`config.mk`:
```
export PLATFORM = sky130hd
export DESIGN_NAME = mac_ctrl_flat
export DESIGN_NICKNAME = d
export VERILOG_FILES = /design/src/rtl/mac_ctrl_pkg.sv /design/src/rtl/mac_ctrl_if.sv /design/src/rtl/mac_ctrl.sv /design/src/flat_wrapper.sv
export SDC_FILE = /design/constraint.sdc
export NUM_CORES = 1
export LEC_CHECK = 0
export ABC_AREA = 1
export CAP_MARGIN = 20
export CORE_ASPECT_RATIO = 0.7
export CORE_MARGIN = 4
export CORE_UTILIZATION = 26
export DETAILED_ROUTE_END_ITERATION = 8
export PLACE_DENSITY = 0.63
export SKIP_LAST_GASP = 1
export SYNTH_ARGS = -nofsm -noshare
export SYNTH_HDL_FRONTEND = slang
export SYNTH_SLANG_ARGS = --single-unit
```
`constraint.sdc`:
```
create_clock -name clk -period 2.4 [get_ports clk]
set_input_delay 0.24 -clock clk [delete_from_list [all_inputs] [get_ports clk]]
set_output_delay 0.24 -clock clk [all_outputs]
set_load 0.03 [all_outputs]
```
`src/rtl/mac_ctrl_pkg.sv`:
```
// aegnn: shared datapath types and the mac_ctrl FSM state encoding
package aegnn;
  typedef logic [7:0] f_t;
  typedef logic signed [7:0] w_t;
  typedef logic signed [31:0] accum_t;
  typedef enum logic [1:0] {IDLE, ISSUE, DRAIN, OUT} mac_state_e;
endpackage

```
`src/rtl/mac_ctrl_if.sv`:
```
// mac_ctrl_if: job, memory-read, MAC and result signals of mac_ctrl
interface mac_ctrl_if #(
  parameter int LEN_W  = 8,
  parameter int ADDR_W = 10
);
  import aegnn::*;
  logic              job_valid;
  logic              job_ready;
  logic [LEN_W-1:0]  job_len;
  logic [ADDR_W-1:0] job_f_base;
  logic [ADDR_W-1:0] job_w_base;
  logic              rd_en;
  logic [ADDR_W-1:0] f_addr;
  logic [ADDR_W-1:0] w_addr;
  f_t                f_rdata;
  w_t                w_rdata;
  f_t                mac_feature;
  w_t                mac_weight;
  logic              mac_valid;
  logic              mac_clear;
  accum_t            mac_accum;
  logic              res_valid;
  logic              res_ready;
  accum_t            res_data;
  modport slave (
    input  job_valid, job_len, job_f_base, job_w_base, f_rdata, w_rdata, mac_accum, res_ready,
    output job_ready, rd_en, f_addr, w_addr, mac_feature, mac_weight, mac_valid, mac_clear,
           res_valid, res_data
  );
  modport master (
    output job_valid, job_len, job_f_base, job_w_base, f_rdata, w_rdata, mac_accum, res_ready,
    input  job_ready, rd_en, f_addr, w_addr, mac_feature, mac_weight, mac_valid, mac_clear,
           res_valid, res_data
  );
endinterface

```
`src/rtl/mac_ctrl.sv`:
```
// mac_ctrl: sequences feature/weight reads into an external MAC and returns the dot product
module mac_ctrl #(
  parameter int LATENCY = 4,
  parameter int LEN_W   = 8,
  parameter int ADDR_W  = 10
) (
  input logic      clk,
  input logic      rstn,
  mac_ctrl_if.slave bus
);
  import aegnn::*;
  localparam int DW = $clog2(LATENCY + 2);
  mac_state_e        state_q, state_d;
  logic [LEN_W-1:0]  rem_q, rem_d;
  logic [DW-1:0]     dly_q, dly_d;
  logic [ADDR_W-1:0] f_addr_q, f_addr_d;
  logic [ADDR_W-1:0] w_addr_q, w_addr_d;
  logic              mac_valid_q, mac_valid_d;
  logic              first_q, first_d;
  accum_t            res_q, res_d;
  // state and datapath registers, cleared asynchronously so a reset drops any job in flight
  always_ff @(posedge clk or negedge rstn) begin
    if (!rstn) begin
      state_q     <= IDLE;
      rem_q       <= '0;
      dly_q       <= '0;
      f_addr_q    <= '0;
      w_addr_q    <= '0;
      mac_valid_q <= 1'b0;
      first_q     <= 1'b0;
      res_q       <= '0;
    end else begin
      state_q     <= state_d;
      rem_q       <= rem_d;
      dly_q       <= dly_d;
      f_addr_q    <= f_addr_d;
      w_addr_q    <= w_addr_d;
      mac_valid_q <= mac_valid_d;
      first_q     <= first_d;
      res_q       <= res_d;
    end
  end
  // next state: remaining-read count ends ISSUE, latency down-counter ends DRAIN
  always_comb begin
    state_d     = state_q;
    rem_d       = rem_q;
    dly_d       = dly_q;
    f_addr_d    = f_addr_q;
    w_addr_d    = w_addr_q;
    res_d       = res_q;
    mac_valid_d = state_q == ISSUE;
    first_d     = mac_valid_q ? 1'b0 : first_q;
    case (state_q)
      IDLE: begin
        if (bus.job_valid) begin
          rem_d    = bus.job_len;
          f_addr_d = bus.job_f_base;
          w_addr_d = bus.job_w_base;
          first_d  = 1'b1;
          res_d    = bus.job_len == '0 ? '0 : res_q;
          state_d  = bus.job_len == '0 ? OUT : ISSUE;
        end
      end
      ISSUE: begin
        f_addr_d = f_addr_q + 1'b1;
        w_addr_d = w_addr_q + 1'b1;
        rem_d    = rem_q - 1'b1;
        dly_d    = DW'(LATENCY);
        state_d  = rem_q == LEN_W'(1) ? DRAIN : ISSUE;
      end
      DRAIN: begin
        dly_d   = dly_q == '0 ? dly_q : dly_q - 1'b1;
        res_d   = dly_q == '0 ? bus.mac_accum : res_q;
        state_d = dly_q == '0 ? OUT : DRAIN;
      end
      OUT: state_d = bus.res_ready ? IDLE : OUT;
    endcase
  end
  assign bus.job_ready   = rstn && state_q == IDLE;
  assign bus.rd_en       = state_q == ISSUE;
  assign bus.f_addr      = f_addr_q;
  assign bus.w_addr      = w_addr_q;
  assign bus.mac_feature = bus.f_rdata;
  assign bus.mac_weight  = bus.w_rdata;
  assign bus.mac_valid   = mac_valid_q;
  assign bus.mac_clear   = mac_valid_q & first_q;
  assign bus.res_valid   = state_q == OUT;
  assign bus.res_data    = res_q;
endmodule

```
`src/flat_wrapper.sv`:
```
// flat-port wrapper written by rule: the top's interface ports become plain ports
module mac_ctrl_flat import aegnn::*;
#(
  parameter int LATENCY = 4,
  parameter int LEN_W   = 8,
  parameter int ADDR_W  = 10
)
  (clk, rstn, bus_job_valid, bus_job_len, bus_job_f_base, bus_job_w_base, bus_f_rdata, bus_w_rdata, bus_mac_accum, bus_res_ready, bus_job_ready, bus_rd_en, bus_f_addr, bus_w_addr, bus_mac_feature, bus_mac_weight, bus_mac_valid, bus_mac_clear, bus_res_valid, bus_res_data);
  mac_ctrl_if #(.LEN_W(LEN_W), .ADDR_W(ADDR_W)) bus_i ();
  input logic clk;
  input logic rstn;
  input wire logic [$bits(bus_i.job_valid)-1:0] bus_job_valid;
  input wire logic [$bits(bus_i.job_len)-1:0] bus_job_len;
  input wire logic [$bits(bus_i.job_f_base)-1:0] bus_job_f_base;
  input wire logic [$bits(bus_i.job_w_base)-1:0] bus_job_w_base;
  input wire logic [$bits(bus_i.f_rdata)-1:0] bus_f_rdata;
  input wire logic [$bits(bus_i.w_rdata)-1:0] bus_w_rdata;
  input wire logic [$bits(bus_i.mac_accum)-1:0] bus_mac_accum;
  input wire logic [$bits(bus_i.res_ready)-1:0] bus_res_ready;
  output wire logic [$bits(bus_i.job_ready)-1:0] bus_job_ready;
  output wire logic [$bits(bus_i.rd_en)-1:0] bus_rd_en;
  output wire logic [$bits(bus_i.f_addr)-1:0] bus_f_addr;
  output wire logic [$bits(bus_i.w_addr)-1:0] bus_w_addr;
  output wire logic [$bits(bus_i.mac_feature)-1:0] bus_mac_feature;
  output wire logic [$bits(bus_i.mac_weight)-1:0] bus_mac_weight;
  output wire logic [$bits(bus_i.mac_valid)-1:0] bus_mac_valid;
  output wire logic [$bits(bus_i.mac_clear)-1:0] bus_mac_clear;
  output wire logic [$bits(bus_i.res_valid)-1:0] bus_res_valid;
  output wire logic [$bits(bus_i.res_data)-1:0] bus_res_data;
  assign bus_i.job_valid = bus_job_valid;
  assign bus_i.job_len = bus_job_len;
  assign bus_i.job_f_base = bus_job_f_base;
  assign bus_i.job_w_base = bus_job_w_base;
  assign bus_i.f_rdata = bus_f_rdata;
  assign bus_i.w_rdata = bus_w_rdata;
  assign bus_i.mac_accum = bus_mac_accum;
  assign bus_i.res_ready = bus_res_ready;
  assign bus_job_ready = bus_i.job_ready;
  assign bus_rd_en = bus_i.rd_en;
  assign bus_f_addr = bus_i.f_addr;
  assign bus_w_addr = bus_i.w_addr;
  assign bus_mac_feature = bus_i.mac_feature;
  assign bus_mac_weight = bus_i.mac_weight;
  assign bus_mac_valid = bus_i.mac_valid;
  assign bus_mac_clear = bus_i.mac_clear;
  assign bus_res_valid = bus_i.res_valid;
  assign bus_res_data = bus_i.res_data;
  mac_ctrl #(.LATENCY(LATENCY), .LEN_W(LEN_W), .ADDR_W(ADDR_W)) u_core (.clk(clk), .rstn(rstn), .bus(bus_i));
endmodule
```
# Word-level counts from Yosys, hierarchy flattened
# Index checks and enable logic that the tools add are counted.
# Widths: inputs -> output; s select.
[totals] register_bits=67 output_inout_bits=73
[op_classes] n_reduce_logical=10 add_sub_neg=4 muxes=21 n_eq_ne=8 bitwise=1
[ops] op="$mux 32" count=3
[ops] op="$pmux 32 s2" count=1
[ops] op="$pmux 10 s2" count=2
[ops] op="$add 10x1->10 const B" count=2
[ops] op="$mux 10" count=2
[ops] op="$pmux 8 s2" count=1
[ops] op="$eq 8x1->1 const B" count=1
[ops] op="$logic_not 8->1" count=1
[ops] op="$mux 2" count=4
[ops] op="$mux 8" count=1
[ops] op="$pmux 2 s4" count=1
[ops] op="$sub 8x1->8 const B" count=1
[ops] op="$pmux 3 s2" count=1
[ops] op="$reduce_bool 2->1" count=3
[ops] op="$eq 2x2->1 const B" count=2
[ops] op="$mux 1" count=4
[ops] op="$ne 2x1->1 const B" count=2
[ops] op="$ne 2x2->1 const B" count=2
[ops] op="$reduce_and 2->1" count=2
[ops] op="$reduce_and 4->1" count=1
[ops] op="$logic_not 3->1" count=1
[ops] op="$mux 3" count=1
[ops] op="$sub 3x1->3 const B" count=1
[ops] op="$eq 2x1->1 const B" count=1
[ops] op="3 further kinds" count=3

# Depth between registers and ports, before layout
# Gate-level depths: netlist of run 1.
[depth] ltp_word=4 depth_mapped=8 depth_no_buf=8

# Least setup slack after synthesis of run 1
# No wires, ideal clock.
[synth_path] path_type="reg2reg" start="register u_core.w_addr_q[0] (netlist: u_core.bus.w_addr[0])" end="register u_core.w_addr_q[8] (netlist: u_core.bus.w_addr[8])" required_ps=2283 path_stages_with_launch=9 synth_period_minus_slack_ps=1493 slack_ps=907 arrival_ps=1376 path_cell_list="dfrtp_1 > ha_1 > nand2_1 > nor2_1 > nand3_1 > nand2_1 > nand3_1 > nand2_1 > nand2_1"
[synth_between] elab_chain_len=2
[synth_rtl] element="start: declaration" line_no="mac_ctrl.sv:17" source="logic [ADDR_W-1:0] w_addr_q, w_addr_d;"
[synth_rtl] element="start signal: assignment" line_no="mac_ctrl.sv:37" source="w_addr_q <= w_addr_d;"
[synth_rtl] element="$add 10x1->10" line_no="mac_ctrl.sv:66" source="w_addr_d = w_addr_q + 1'b1;"
[synth_rtl] element="$pmux 10 s2" line_no="mac_ctrl.sv:53" source="case (state_q)"
# Every way passes these cells.
# A chain may end at the register's enable or synchronous reset.

# Final worst setup path of run 1
[layout_path] start="register u_core.state_q[1]" end="output bus_rd_en"
[layout_between] elab_chain_len=1
[layout_rtl] element="start: declaration" line_no="mac_ctrl.sv:13" source="mac_state_e state_q, state_d;"
[layout_rtl] element="start signal: assignment" line_no="mac_ctrl.sv:33" source="state_q <= state_d;"
[layout_rtl] element="$eq 2x1->1" line_no="mac_ctrl.sv:80" source="assign bus.rd_en = state_q == ISSUE;"
[layout_rtl] element="end: declaration" line_no="flat_wrapper.sv:21" source="output wire logic [$bits(bus_i.rd_en)-1:0] bus_rd_en;"
# Every way passes these cells.

==> reports/summary.txt, run 1 <==
status - completed
YS warnings - 0
Clock Power Share - 21.4%
register bit total from synthesis - 67
reg-to-reg startpoint - u_core.state_q[0]$_DFFE_PN0P_
R2R setup slack - 640 ps
Power Density - 1414 nW/um^2
number of global-route vias before repair - 3358
worst-margin pin slew - 873.3 ps
routed wire length - 10.03 mm
RSZ-0062 raised after global routing - no
maximum vdd drop - 0.4300 mV
Static Leak - 0.002481 uW
Filler Cell Count - 1347
reg2reg path depth - 8
die area - 15370 um^2
crit end category - output port
row cnt - 35
most common cell after layout, fill and taps aside - nand2_1
Initial Util - 26.56%
CP Class - flip-flop to output port
wire per inst - 13.50 um
CP max FO - 8
Avg Cell Area, Syn - 7.521 um^2
share of layout cells above drive strength 1 - 6.066%
Min Clock Period, post-route - 2092 ps
Overall Global Routing Usage - 13.44%
proportion of power drawn by combinational gates - 49.7%
die height - 104.9 um
commonest non-fill, non-tap cells in the layout - nand2_1 (190), clkdlybuf4s50_1 (119), dfrtp_1 (67)
Sw Ratio - 44.30%
# setup viols final - 0
post-route setup TNS - 0 ps
CTS tree - done
final design utilization - 38.84%
fmax - 0.4780 GHz
antenna viol nets, final - 0
deepest clock path buffer count - 2
I/O pin total - 153
Mapped Cells - 464
DP HPWL - 7.489 mm
synthesized area - 3490 um^2
synth top area cells - dfrtp_1 (48%), nand2_1 (20%), nand3_1 (5.7%), inv_1 (4.6%), buf_4 (4.1%)
Distinct cells, synth - 25
top cell type's share of synthesized area - 48.05%
Final Cycle Share - 87.16%
Slew Limit Fails - 0
Final nets - 658
switching power - 3197 uW
worst r2r dst - u_core.bus.w_addr[6]$_DFFE_PN0P_
first-pass GRT wire length - 16.86 mm
area delta synth->final - 46.22%
GRT overflow - 0
Hold Crit Class - input port to asynchronous set/reset pin
antenna violations before repair - 0
number of remaining DRC errors - 0
critical path arrival - 1850 ps
Post-Place Cells - 727
First-pass DRT Iterations - 4
internal power - 4020 uW
Skew-Pair Late Insertion Delay - 330 ps
syn nets - 550
Slew headroom - 41.78%
pin count of the biggest net entering global routing - 68
final hold slack - 111.8 ps
critical path required time - 2160 ps
H-tree lvl count - 3
register area share after synthesis - 48.05%
register share of total power - 28.9%
CP Launch Type - flip-flop
vias per std cell - 4.412
final std cells w/o fill - 743
Sink Count - 67
routed vias - 3278
Final Skew - 6.260 ps
Hold Fails Final Rpt - 0
drt initial violations - 198
core area - 13140 um^2
post-synth top area cell - dfrtp_1
Post-CTS Setup Inserts - 0
max_cap viols - 0
# diodes - 0
post-cts hold buffer count - 0
Clock transition at path regs - 60 ps
IO Port Bufs - 120
Die W - 146.5 um
Num CTS Buffers - 9
Clock Tree Root - clkbuf_16
post_cts resized - 0
GPL Wtd Cong - 0.8515
-- worst max-delay path by stage --
stage | start | end | slack [ps] | cells past startpoint
after global placement | bus_job_len[5] | u_core.bus.res_data[19]$_DFFE_PN0P_ | 420 | 7
after CTS | u_core.state_q[1]$_DFFE_PN0P_ | bus_rd_en | 280 | 3
final | u_core.state_q[1]$_DFFE_PN0P_ | bus_rd_en | 310 | 3
after detailed placement | bus_job_len[5] | u_core.bus.res_data[7]$_DFFE_PN0P_ | 340 | 7
after global routing | u_core.state_q[1]$_DFFE_PN0P_ | bus_rd_en | 220 | 3
after floorplan | u_core.bus.w_addr[0]$_DFFE_PN0P_ | u_core.bus.w_addr[8]$_DFFE_PN0P_ | 910 | 8
-- logic make-up (layout without fill, tap and decap cells) --
| family | count (synthesis) | in the layout | synth area share (%) |
|---|---|---|---|
| AOI/OAI and AO/OA | 40 | 40 | 6.920 |
| xor gates and xnor gates | 1 | 1 | 0.2510 |
| adders and majority gates | 6 | 6 | 2.151 |
| buffers and inverters | 76 | 189 | 10.61 |
| DFF | 67 | 67 | 48.05 |
| and+or+nand+nor | 274 | 274 | 32.02 |
-- flip-flops by register name, summed over array words and instances (netlist names) --
register	cells
u_core.bus.mac_valid	1
u_core.bus.f_addr	10
u_core.rem_q	8
u_core.state_q	2
u_core.bus.w_addr	10
u_core.dly_q	3
u_core.first_q	1
u_core.bus.res_data	32
-- area by class of cell --
class                           instances  area (um^2)  share of cell area [%]
Sequential cell                        67         1677                   32.86
Tap cell                              166        207.7                   4.071
Clock inverter                          7        123.9                   2.428
Timing Repair Buffer                  127         1251                   24.52
Clock buffer                            9        225.2                   4.414
Multi-Input combinational cell        321         1445                   28.32
Inverter                               46        172.7                   3.384
-- through the flow --
stage,cell area (um^2),power [uW],setup WS [ps]
after floorplan,3490,4351,907.2
after global routing,5102,7798,224.8
after global placement,4753,5643,423.3
after detailed placement,4753,5720,339.0
final,5102,7216,308.1
after CTS,5102,7304,283.5
-- power by group through the flow --
stage | clock network, uW | logic, uW | registers, uW
after floorplan | 0 | 1610 | 2740
after global placement | 0 | 3560 | 2080
after detailed placement | 0 | 3620 | 2100
after CTS | 1580 | 3630 | 2090
after global routing | 1640 | 3990 | 2170
final | 1540 | 3590 | 2090
-- cells in the mapped netlist (all sizes together) --
cell type	n
o22ai	3
a31oi	1
nor2	33
xor2	1
ha	6
o21ai	18
nand3	40
a21oi	7
nor3	1
o211ai	10
nand2	193
buf	30
nand3b	2
nand4	5
dfrtp	67
o21bai	1
inv	46
-- worst max-delay path, cell delays in order, from the launching register on --
cell             delay [ps]
dfrtp_1                 450
nor2_4                  190
buf_4                   190
clkdlybuf4s50_1         690
-- metal layers --
metal  wire length, um  global-route usage [%]  vias to the layer above
li1                  -                       -                     1659
met5                 0                       0                        -
met3               399                   3.424                       18
met1              4859                   18.16                     1531
met4               195                   4.899                        0
met2              4574                   20.83                       70
Power figures use the tool's default switching activity.
==> run 2, diff against run 1 <==
ABC_AREA = not set   (was 1)
CTS_CLUSTER_SIZE = 8   (was not set)
PLACE_DENSITY = 0.64   (was 0.63)
==> reports/summary.txt, run 2 <==
status - completed
reg2reg path depth - 4 (-4)
GR peak layer - met2
Skew-Pair Late Insertion Delay - 330 ps (about the same)
commonest non-fill, non-tap cells in the layout - clkdlybuf4s50_1 (117), dfrtp_1 (67), a22o_1 (32)
most common cell after layout, fill and taps aside - clkdlybuf4s50_1
top_reg_cell synth - dfrtp_1
antenna viol nets, final - 0 (unchanged)
routed wire length - 9.848 mm (-1.8%)
Num CTS Buffers - 9 (unchanged)
max_cap viols - 0 (unchanged)
Overall Global Routing Usage - 13.39% (-0.053 points)
Critical Path Sink - bus_job_ready
synth top area cells - dfrtp_1 (50%), a22o_1 (8.4%), buf_4 (3.8%), o311ai_0 (2.9%), ha_1 (2.2%)
CP Class - flip-flop to output port
deepest clock path buffer count - 2 (unchanged)
Clock transition at path regs - 50 ps (about the same)
critical path required time - 2160 ps (about the same)
Power Density - 556.7 nW/um^2 (-61%)
die height - 102.9 um (-2.0%)
CTS tree - done
Die W - 143.5 um (-2.0%)
Hold Fails Final Rpt - 0 (unchanged)
DP HPWL - 7.198 mm (-3.9%)
Commonest cells post-synth - dfrtp_1 (67), a22o_1 (32), nand2_1 (18)
maximum vdd drop - 0.3731 mV (-13%)
top cell type's share of synthesized area - 50.17% (+2.1 points)
area delta synth->final - 46.31% (about the same)
Final Cycle Share - 91.76% (+4.6 points)
PnR worst setup slack - 197.8 ps (-110.3 ps)
worst-margin pin slew - 864.3 ps (-9.070 ps)
Final Skew - 7.102 ps (+0.8417 ps)
Slew Limit Fails - 0 (unchanged)
number of global-route vias before repair - 2939 (-12%)
routed vias - 2935 (-10%)
syn nets - 401 (-27%)
Initial Util - 26.72% (+0.16 points)
# setup viols final - 0 (unchanged)
Final nets - 504 (-23%)
GRT overflow - 0 (unchanged)
design area - 4890 um^2 (-4.2%)
asr flop ratio synth - 100.0% (unchanged)
# diodes - 0 (unchanged)
crit end category - output port
Post-DP Area - 4628 um^2 (-2.6%)
Avg Cell Area, Syn - 10.61 um^2 (+41%)
final design utilization - 39.10% (+0.26 points)
I/O pin total - 153 (unchanged)
CP Launch Type - flip-flop
Static Leak - 0.001972 uW (-21%)
Distinct cells, synth - 55 (+120%)
Clock Tree Root - clkbuf_16
reg-to-reg startpoint - u_core.state_q[0]$_DFFE_PN0P_
Power, Total - 2722 uW (-62%)
CP max FO - 13 (+5)
wire per inst - 16.86 um (+25%)
R2R setup slack - 420 ps (-220 ps)
IO Port Bufs - 120 (unchanged)
YS warnings - 0 (unchanged)
die area - 14760 um^2 (-4.0%)
share of layout cells above drive strength 1 - 8.768% (+2.7 points)
drt initial violations - 154 (-22%)
Multi-input gate area - 1423 um^2 (-1.6%)
Hold Crit Class - input port to asynchronous set/reset pin
post-synth top area cell - dfrtp_1
antenna violations before repair - 0 (unchanged)
Place WS - 366.9 ps (+27.99 ps)
core area - 12510 um^2 (-4.8%)
post_cts resized - 0 (unchanged)
post-route setup TNS - 0 ps (unchanged)
met2 Usage GRT - 19.64% (-1.2 points)
Mapped Cells - 315 (-32%)
register area share after synthesis - 50.17% (+2.1 points)
Min Clock Period, post-route - 2202 ps (+110.3 ps)
vias per std cell - 5.026 (+14%)
GPL Wtd Cong - 0.8085 (-5.0%)
H-tree lvl count - 3 (unchanged)
M1 GR Usage - 19.25% (+1.1 points)
number of remaining DRC errors - 0 (unchanged)
register bit total from synthesis - 67 (unchanged)
fmax - 0.4541 GHz (-5.0%)
M3 GR Usage - 3.662% (+0.24 points)
register area - 1677 um^2 (unchanged)
Filler Cell Count - 1232 (-8.5%)
Post-CTS Setup Inserts - 0 (unchanged)
post-cts hold buffer count - 0 (unchanged)
first-pass GRT wire length - 15.58 mm (-7.6%)
EDFF count, synth - 0 (unchanged)
worst r2r dst - u_core.rem_q[7]$_DFFE_PN0P_
synthesized area - 3342 um^2 (-4.2%)
count leader, synth - dfrtp_1
row cnt - 34 (-2.9%)
First-pass DRT Iterations - 4 (unchanged)
Sink Count - 67 (unchanged)
critical path arrival - 1960 ps (+110 ps)
Slew headroom - 42.38% (+0.60 points)
RSZ-0062 raised after global routing - no
pin count of the biggest net entering global routing - 68 (unchanged)
max FFs per register - 32 (unchanged)
CP startpoint - u_core.state_q[0]$_DFFE_PN0P_
## run 2: cell count changes after synthesis, sizes merged, moves of 15 or more
cell	before	now
nand2	193	18
inv	46	13
a22o	0	32
nand3	40	8
nor2	33	9
clkbuf	0	15
## run 2: worst max-delay path: stages (launching register included)
cell and delay [ps]:
dfrtp_1 630, buf_4 250, clkinv_1 310, and3_1 270, buf_4 170
## run 2: cell type report
cell class	count	area share (%)
Timing Repair Buffer	131	26.05
Clock buffer	12	5.041
Inverter	14	1.075
Clock inverter	3	0.3071
Multi-Input combinational cell	195	29.09
Tap cell	162	4.145
Sequential cell	67	34.29
## run 2: logic make-up after synthesis
kind of cell,share of synthesized area [%]
AO/OA/AOI/OAI,23.77
AND/OR/NAND/NOR,14.23
flip-flops,50.17
buffers and inverters,8.049
adder cells (fa/ha/maj),2.246
multiplexers,1.535
## run 2: power by group
group	internal (uW)	switching [uW]
Clock	716	454
Sequential	1160	44.7
Combinational	185	160
## run 2: metal layers
layer  vias up  wire [um]
li1       1395          -
met1      1449       4559
met2        81       4520
met3        10        640
met4         0        129
met5         -          0
## run 2: how the worst min path moves through the flow
stage / from / slack, ps / cells after the start / to
6_report: rstn / 170 / 2 / u_core.rem_q[6]$_DFFE_PN0P_
5_1_grt: rstn / 270 / 2 / u_core.rem_q[1]$_DFFE_PN0P_
4_1_cts: rstn / 230 / 2 / u_core.rem_q[6]$_DFFE_PN0P_
3_5_place_dp: bus_f_rdata[0] / 480 / 0 / bus_mac_feature[0]
3_3_place_gp: u_core.bus.mac_valid$_DFF_PN0_ / 470 / 1 / u_core.first_q$_DFF_PN0_
2_1_floorplan: rstn / -60 / 0 / u_core.bus.f_addr[0]$_DFFE_PN0P_
## run 2: through the flow
stage	hold WS [ps]	instances
6_report	169.8	584
5_1_grt	271.5	584
4_1_cts	232.5	584
3_5_place_dp	480.2	569
3_3_place_gp	474.8	569
2_1_floorplan	-55.59	315
==> run 3, diff against run 2 <==
DONT_BUFFER_PORTS = 1   (was not set)
PLACE_DENSITY = 0.48   (was 0.64)
==> reports/summary.txt, run 3 (same netlist as run 2, synthesis figures left out) <==
final hold slack - 25.71 ps (-144.1 ps)
IO Port Bufs - 0 (-100%)
Power Density - 714.2 nW/um^2 (+28%)
antenna viol nets, final - 0 (unchanged)
wire per inst - 20.11 um (+19%)
H-tree lvl count - 3 (unchanged)
drt initial violations - 124 (-19%)
vias per std cell - 5.441 (+8.3%)
max incr delay on CP - 540 ps (-90 ps)
Worst path top cell family by delay - flip-flops
routed wire length - 9.393 mm (-4.6%)
Static Leak - 0.001540 uW (-22%)
area delta synth->final - 13.07%
switching power - 684.4 uW (+3.9%)
CP Launch Type - flip-flop
max FFs per register - 32 (unchanged)
GPL Wtd Cong - 0.7662 (-5.2%)
crit end category - output port
GRT overflow - 0 (unchanged)
DP HPWL - 6.573 mm (-8.7%)
Bufs and invs on worst path - 2 (-1)
CTS tree - done
# setup viols final - 0 (unchanged)
CP max FO - 11 (-2)
final std cells w/o fill - 467 (-20%)
core area - 12510 um^2 (unchanged)
critical path arrival - 1910 ps (-50 ps)
reg-to-reg startpoint - u_core.dly_q[0]$_DFFE_PN0P_
Clock Tree Root - clkbuf_16
Overall Global Routing Usage - 13.08% (-0.31 points)
commonest non-fill, non-tap cells in the layout - dfrtp_1 (67), a22o_1 (32), nand2_1 (18)
Final nets - 386 (-23%)
max_cap viols - 0 (unchanged)
most common cell after layout, fill and taps aside - dfrtp_1
Slew headroom - 36.71% (-5.7 points)
RSZ-0062 raised after global routing - no
post_cts resized - 0 (unchanged)
status - completed
pin count of the biggest net entering global routing - 68 (unchanged)
first-pass GRT wire length - 14.66 mm (-5.9%)
CP Class - flip-flop to output port
Die W - 143.5 um (unchanged)
worst hold start - bus_job_w_base[7]
Sw Ratio - 25.36% (+1.2 points)
Initial Util - 26.72% (unchanged)
Hold Crit Class - input port to flip-flop
Skew-Pair Late Insertion Delay - 330 ps (about the same)
critical-path cell list - buf_4 -> nand2b_1 -> inv_1
post-route setup TNS - 0 ps (unchanged)
number of remaining DRC errors - 0 (unchanged)
row cnt - 34 (unchanged)
Clock transition at path regs - 60 ps (about the same)
worst-margin pin slew - 949.3 ps (+85.04 ps)
Power, Total - 2699 uW (-0.86%)
Post-CTS Setup Inserts - 0 (unchanged)
CP startpoint - u_core.state_q[1]$_DFFE_PN0P_
Post-DP Area - 3446 um^2 (-26%)
maximum vdd drop - 0.3113 mV (-17%)
Final Cycle Share - 89.61% (-2.1 points)
die area - 14760 um^2 (unchanged)
First-pass DRT Iterations - 4 (unchanged)
Hold Fails Final Rpt - 0 (unchanged)
internal power - 2014 uW (-2.4%)
antenna violations before repair - 0 (unchanged)
routed vias - 2541 (-13%)
number of global-route vias before repair - 2554 (-13%)
Min Clock Period, post-route - 2151 ps (-51.58 ps)
fmax - 0.4650 GHz (+2.4%)
Post-Place Cells - 449 (-21%)
design area - 3779 um^2 (-23%)
Num CTS Buffers - 9 (unchanged)
Sink Count - 67 (unchanged)
# diodes - 0 (unchanged)
proportion of power drawn by combinational gates - 4.0% (-8.7 points)
I/O pin total - 153 (unchanged)
deepest clock path buffer count - 2 (unchanged)
die height - 102.9 um (unchanged)
Final Skew - 9.279 ps (+2.177 ps)
slowest stage cell, crit path - dfrtp_1
share of layout cells above drive strength 1 - 12.13% (+3.4 points)
Slew Limit Fails - 0 (unchanged)
register share of total power - 47.2% (+2.8 points)
Clock Power Share - 48.8% (+5.8 points)
critical path required time - 2160 ps (about the same)
-- run 3: cell types whose count changed in the layout (fill, tap and decap cells not counted), moves of 2 or more --
cell | previous run | this run
buf_4 | 13 | 11
clkdlybuf4s50_1 | 117 | 0
clkinv_2 | 3 | 1
clkinvlp_4 | 0 | 3
-- run 3: metrics by stage --
step | utilization [%] | worst slack, ps
after global placement | 27.55 | 548.4
after floorplan | - | 746.1
after CTS | 30.21 | 240.1
final | 30.21 | 249.4
after detailed placement | 27.55 | 494.7
after global routing | 30.21 | 137.4
-- run 3: worst paths after layout --
kind                                                  endpoint  slack (ps)  depth (start not counted)
setup / recovery                                     bus_rd_en         250                          3
hold / removal                u_core.bus.w_addr[7]$_DFFE_PN0P_          30                          2
setup reg to reg           u_core.bus.res_data[24]$_DFFE_PN0P_         480                          5
hold reg to reg                    u_core.dly_q[1]$_DFFE_PN0P_         570                          2
max in group asynchronous  u_core.bus.res_data[13]$_DFFE_PN0P_        1640                          2
min in group asynchronous     u_core.bus.w_addr[7]$_DFFE_PN0P_         440                          2
-- run 3: area by class of cell --
| cell class | instances | area (um^2) |
|---|---|---|
| tap | 162 | 202.7 |
| timing repair buffer | 13 | 120.1 |
| clock buffer | 10 | 229.0 |
| fill | 1318 | 8728 |
| sequential | 67 | 1677 |
| multi-input combinational | 195 | 1431 |
| clock inverter | 6 | 66.31 |
| inverter | 14 | 52.55 |
-- run 3: what timing repair did --
action | 4_1_cts | 5_1_grt
hold buffers | 2 | 0
endpoints found under the hold margin | 67 | 0
setup endpoints to repair | 0 | 0
-- run 3: per-layer routing --
metal / track usage, % / up-vias / share of wire (%) / wire (um)
met5: 0 / - / 0 / 0
met4: 4.197 / 0 / 1.3 / 119
met3: 5.239 / 12 / 8.4 / 793
met2: 18.99 / 83 / 44 / 4089
met1: 17.85 / 1285 / 47 / 4390
li1: - / 1161 / - / -
-- run 3: power groups by stage --
stage               Clock (uW)  Combinational, uW  Sequential, uW
finish                    1320                108            1270
global route              1420                130            1280
CTS                       1370                110            1270
detailed placement           0               79.7            1290
global placement             0               76.6            1290
floorplan                    0                120            1280
